File: config.mk
export PLATFORM = sky130hd
export DESIGN_NAME = if_prefetch
export DESIGN_NICKNAME = d
export VERILOG_FILES = /design/src/rtl/if_prefetch.sv
export SDC_FILE = /design/constraint.sdc
export NUM_CORES = 1
export LEC_CHECK = 0
export CAP_MARGIN = 20
export CORE_MARGIN = 10
export CORE_UTILIZATION = 61
export CTS_BUF_LIST = sky130_fd_sc_hd__clkbuf_8 sky130_fd_sc_hd__clkbuf_16
export DETAILED_ROUTE_END_ITERATION = 10
export GPL_ROUTABILITY_DRIVEN = 1
export GPL_TIMING_DRIVEN = 1
export PLACE_DENSITY = 0.95
export SLEW_MARGIN = 10
export SYNTH_ARGS = -nofsm -noshare
export SYNTH_HDL_FRONTEND = slang
export SYNTH_SLANG_ARGS = --single-unit
File: constraint.sdc
create_clock -name clk -period 6.8 [get_ports clk]
set_input_delay 1.36 -clock clk [delete_from_list [all_inputs] [get_ports clk]]
set_output_delay 1.36 -clock clk [all_outputs]
set_load 0.02 [all_outputs]
File: src/rtl/if_prefetch.sv
// rtl/if_prefetch.sv - instruction prefetch unit: sequential fetch into a small {pc, instr} FIFO with redirect and misalign halt
module if_prefetch #(
  parameter int              XLEN        = 32,
  parameter int              IMEM_ADDR_W = 10,
  parameter int              FIFO_DEPTH  = 4,
  parameter logic [XLEN-1:0] RESET_PC    = '0
) (
  input  logic                   clk,
  input  logic                   reset,
  input  logic                   PCSrc,
  input  logic [XLEN-1:0]        PC_Branch,
  input  logic                   ready_ID,
  output logic                   imem_req,
  output logic [IMEM_ADDR_W-1:0] imem_addr,
  input  logic [XLEN-1:0]        imem_rdata,
  output logic                   valid_IF,
  output logic [XLEN-1:0]        PC_IF,
  output logic [XLEN-1:0]        INSTRUCTION_IF,
  output logic                   misalign_IF
);

  localparam int PTR_W = $clog2(FIFO_DEPTH);
  localparam int CNT_W = PTR_W + 1;
  localparam logic [CNT_W:0] DEPTH_V = (CNT_W + 1)'(FIFO_DEPTH);

  typedef enum logic {RUN, HALT} state_t;

  state_t            state_q, state_d;
  logic [XLEN-1:0]   fetch_pc;
  logic              inflight;
  logic [XLEN-1:0]   inflight_pc;
  logic [CNT_W-1:0]  count;
  logic [PTR_W-1:0]  rd_ptr, wr_ptr;
  logic [XLEN-1:0]   pc_mem    [FIFO_DEPTH];
  logic [XLEN-1:0]   instr_mem [FIFO_DEPTH];
  logic [CNT_W:0]    occupancy;
  logic              push, pop;

  // Slots already promised (buffered plus the one response on its way) bound issue.
  assign occupancy = {1'b0, count} + {{CNT_W{1'b0}}, inflight};
  assign imem_req  = (state_q == RUN) && !PCSrc && (occupancy < DEPTH_V);
  assign imem_addr = fetch_pc[IMEM_ADDR_W+1:2];

  assign valid_IF       = (count != '0);
  assign push           = inflight && !PCSrc;
  assign pop            = valid_IF && ready_ID && !PCSrc;
  assign PC_IF          = valid_IF ? pc_mem[rd_ptr]    : '0;
  assign INSTRUCTION_IF = valid_IF ? instr_mem[rd_ptr] : '0;
  assign misalign_IF    = (state_q == HALT);

  always_ff @(posedge clk or negedge reset) begin
    if (!reset) state_q <= RUN;
    else        state_q <= state_d;
  end

  always_comb begin
    state_d = state_q;
    if (PCSrc) state_d = (PC_Branch[1:0] == 2'b00) ? RUN : HALT;
  end

  always_ff @(posedge clk or negedge reset) begin
    if (!reset) begin
      fetch_pc    <= RESET_PC;
      inflight    <= 1'b0;
      inflight_pc <= '0;
      count       <= '0;
      rd_ptr      <= '0;
      wr_ptr      <= '0;
    end else if (PCSrc) begin
      fetch_pc <= PC_Branch;
      inflight <= 1'b0;
      count    <= '0;
      rd_ptr   <= '0;
      wr_ptr   <= '0;
    end else begin
      if (imem_req) begin
        inflight    <= 1'b1;
        inflight_pc <= fetch_pc;
        fetch_pc    <= fetch_pc + XLEN'(4);
      end else if (inflight) begin
        inflight <= 1'b0;
      end
      if (push) wr_ptr <= wr_ptr + PTR_W'(1);
      if (pop)  rd_ptr <= rd_ptr + PTR_W'(1);
      case ({push, pop})
        2'b10:   count <= count + CNT_W'(1);
        2'b01:   count <= count - CNT_W'(1);
        default: count <= count;
      endcase
    end
  end

  always_ff @(posedge clk) begin
    if (push) begin
      pc_mem[wr_ptr]    <= inflight_pc;
      instr_mem[wr_ptr] <= imem_rdata;
    end
  end

endmodule

; Word-level counts from Yosys, hierarchy flattened
; Memory sizes are Yosys's and may differ from the RTL's.
; Cells that the tools add are included.
[totals]
reg_bits = 73
ramBits = 256
mem_count = 2
output_inout_bits = 77
input_bits = 68
[classes]
reduce_logical = 13
eq_ne = 2
bitwise = 2
muxes = 15
n_lt_le_gt_ge = 1
n_addsub = 6
[mem_list]
columns = memory, words, word_bits, read_ports, rd_ports_with_merged_regs, write_ports, line_no
row1 = instr_mem, 4, 32, 1, 0, 1, 35  ; logic [XLEN-1:0] instr_mem [FIFO_DEPTH];
row2 = pc_mem, 4, 32, 1, 0, 1, 34  ; logic [XLEN-1:0] pc_mem [FIFO_DEPTH];
[ops]
columns = operator, n
row1 = $mux W32, 4
row2 = $add A32 B3 Y32 const B, 1
row3 = $mux W2, 4
row4 = $pmux W3 S2, 1
row5 = $reduce_bool A2 Y1, 3
row6 = $reduce_bool A3 Y1, 2
row7 = $logic_and A1 B1 Y1, 5
row8 = $mux W1, 5
row9 = $add A2 B1 Y2 const B, 2
row10 = $add A3 B1 Y4, 1
row11 = $lt A4 B3 Y1 const B, 1
row12 = $add A3 B1 Y3 const B, 1
row13 = $mux W3, 1
row14 = $sub A3 B1 Y3 const B, 1
row15 = $eq A2 B1 Y1 const B, 1
row16 = $eq A2 B2 Y1 const B, 1
row17 = $logic_not A2 Y1, 1
row18 = $not A1 Y1, 2
row19 = $reduce_and A2 Y1, 1
row20 = $logic_not A1 Y1, 1

; Logic depth before layout (Yosys ltp)
[depth]
ltp_word = 6
mapped_depth = 8
depth_no_buf = 7

; Worst setup path before layout
; No wires, ideal clock.
[synth_path]
path_kind = input port to flip-flop
from = input port PCSrc
to = memory instr_mem[0][0] (enable)
n_path_buf = 1
stages = 3
setup_slack_ps = 3121
arrival_time_ps = 3250
setup_ps = 429
t_required_ps = 6371
path_cell_list = clkbuf_1 -> nor2b_1 -> and2_1
[synth_via]
elab_chain_cells = 4
[synth_rtl]
columns = element, line_no
row1 = from (decl), 10  ; input logic PCSrc,
row2 = $logic_not A1 Y1, 45  ; assign push = inflight && !PCSrc;
row3 = $logic_and A1 B1 Y1, 45
row4 = $mux W1, 94  ; if (push) begin
row5 = $mux W1 (not written as such), 96  ; instr_mem[wr_ptr] <= imem_rdata;
row6 = to (decl), 35
; No other way between the ends.

; Final worst setup path
[layout_path]
from = input port PCSrc
to = output port imem_req
[layout_via]
elab_chain_cells = 3
[layout_rtl]
columns = element, line_no
row1 = $logic_not A1 Y1, 41  ; assign imem_req = (state_q == RUN) && !PCSrc && (occupancy < DEPTH_V);
row2 = $logic_and A1 B1 Y1 (2 in a row), 41
row3 = to (decl), 13  ; output logic imem_req,
; No other way between the ends.

==> metrics.txt <==
number of nets with antenna violations after routing=0; startpoint types=input port; DR WL/cell=21.8 um; max cap viols=0; IO buf count=144; Layout area overhead=20.2%; Die Y=167 um; Peak VDD IR=0.197 mV; Cells after Synth=803; GRT overflow=0; most common cell after layout, fill and taps aside=edfxtp_1; final wirelength=26.8 mm; largest net degree at the start of global routing=74; hold_buf cts=0; Core Region=21,200 um2; first-pass GRT wire length=42.7 mm; Worst setup EP type=primary output; HPWL after detailed placement=16.3 mm; hold_ws=0.505 ns; Worst EP required=5.44 ns; Worst Hold Class=reg2reg; worst-skew pair later-pin latency=0.54 ns; Setup violations, final=0; Final Max Tran Viols=0; total CTS buffers=31; final hold violation count=0; post-synthesis sequential area ratio=71.7%; Tcrit/Tclk final=73.9%; syn avg cell area=16.5 um2; Root Buffer=clkbuf_16; drt via density=5.90; clock-pin slew on the worst setup and hold paths=0.06 ns; drt initial violations=596; Setup Skew=0.0176 ns; RSZ-0062 raised after global routing=false; crit-path max FO=36; layout cells sized above 1=14.6%; run status=completed; initial antenna violation count=0; Final min period=5.03 ns; dpl cell area=14,800 um2; Syn. warnings=0; clk sinks=329; # IOs=145; Placer Congestion=0.795; Resize count post-CTS=0; Starting Density=62.5%; CTS tree=done; Setup Buffers After CTS=0; clock buffer depth=3; GRT Resource Usage Total=18.9%; design area=15,900 um2; commonest cells after routing, fill and taps aside=edfxtp_1 (256), clkdlybuf4s50_1 (143), nand2_1 (119); Yosys reg bits=329; vias in the first global route=7,493; n_diodes=0; PwrDens=380 nW/um2; leakage power=5.56 nW; die area=28,000 um2; pin slew with the least headroom to its limit=0.977 ns; Final WS setup=1.77 ns; CP arrival=3.67 ns; die width=167 um; Post-Syn Area=13,300 um2; setup_tns=0 ns; Util after Layout=75.1%; row cnt=53; syn nets=877; Max-Slew Margin vs Limit=34.9%; Final #Nets=1,007; Detailed Routing Iterations Pass 1=5; Crit Path Category=in2out; DRC=0; Synth cell types=42; Vias=7,271; Setup WS pre-CTS=1.82 ns; # H-tree levels=1; fmax=199 MHz
[critical path, stage by stage]
cell             delay [ns]
clkdlybuf4s50_1        0.39
buf_4                  0.24
inv_1                  0.13
nand2_1                0.07
inv_1                  0.68
clkdlybuf4s50_1        0.77
[final cells by class]
cell class	instances	area, um2
multi-input combinational	413	3470
sequential	329	9520
tap	275	344
fill	1242	5290
timing repair buffer	152	1530
clock buffer	44	988
clock inverter	13	62.6
inverter	6	22.5
[kinds of logic (layout without fill, tap and decap cells)]
family          after synthesis  after routing  synth area share, %
compound gates               54             54                 2.86
xor+xnor                     13             13                0.858
fa+ha+maj                     6              6                0.623
mux                          71             71                 11.4
buf+inv                      61            215                 2.19
simple gates                269            269                 10.3
flops                       329            329                 71.7
[sequential cells by signal, indices dropped and copies added (netlist names), 2 cells and up]
signal	flops
instr_mem	128
pc_mem	128
fetch_pc	32
inflight_pc	32
count	3
rd_ptr	2
wr_ptr	2
[per-stage QoR]
step           cells  power [mW]
3_5_place_dp    1173        4.37
6_report        1232        6.06
2_1_floorplan    803        3.60
5_1_grt         1232        6.32
3_3_place_gp    1173        4.31
4_1_cts         1230        6.06
[cell usage after synthesis, drive strengths merged]
| cell | instances | area [um2] |
|---|---|---|
| a211o | 1 | 8.76 |
| a21oi | 2 | 10.0 |
| a311o | 1 | 10.0 |
| a311oi | 1 | 26.3 |
| a31oi | 16 | 100 |
| and2 | 69 | 432 |
| and3 | 4 | 25.0 |
| and4 | 7 | 61.3 |
| buf | 24 | 151 |
| clkbuf | 31 | 116 |
| dfrtp | 73 | 1830 |
| edfxtp | 256 | 7690 |
| fa | 1 | 20.0 |
| ha | 5 | 62.6 |
| inv | 6 | 22.5 |
| mux2 | 3 | 33.8 |
| mux2i | 4 | 40.0 |
| mux4 | 64 | 1440 |
| nand2 | 119 | 447 |
| nand2b | 1 | 6.26 |
| nand3 | 9 | 45.0 |
| nand4 | 11 | 90.1 |
| nor2 | 24 | 90.1 |
| nor2b | 1 | 6.26 |
| nor3 | 2 | 10.0 |
| nor4 | 1 | 6.26 |
| o211a | 1 | 10.0 |
| o211ai | 1 | 7.51 |
| o21ai | 13 | 65.1 |
| o311ai | 3 | 26.3 |
| o31a | 2 | 17.5 |
| o31ai | 13 | 97.6 |
| or2 | 2 | 12.5 |
| or3 | 5 | 31.3 |
| or4 | 14 | 105 |
| xnor2 | 5 | 43.8 |
| xor2 | 8 | 70.1 |
[metal layers]
layer | part of all wire (%) | global-route usage [%] | vias to the layer above
met4 | 1.8 | 4.66 | 0
met5 | 0 | 0 | -
met2 | 50 | 31.4 | 255
met1 | 42 | 25.8 | 3676
met3 | 6.0 | 3.16 | 34
li1 | - | - | 3306
[report_power, final]
part	internal (mW)	switching (mW)
Clock	1.00	0.699
Sequential	2.39	0.203
Combinational	0.872	0.884
[path summary, 6_finish.rpt]
path                            slack, ns  cells past startpoint         endpoint         start
worst max-delay path                 1.77                      6         imem_req         PCSrc
worst min register to register       0.50                      2  inflight_pc[31]  fetch_pc[31]
max in group asynchronous            5.10                      2        rd_ptr[0]         reset
worst max register to register       4.30                      7         count[2]      count[0]
min in group asynchronous            1.02                      2   inflight_pc[7]         reset
worst min-delay path                 0.50                      2  inflight_pc[31]  fetch_pc[31]
(Power assumes the default switching activity.)
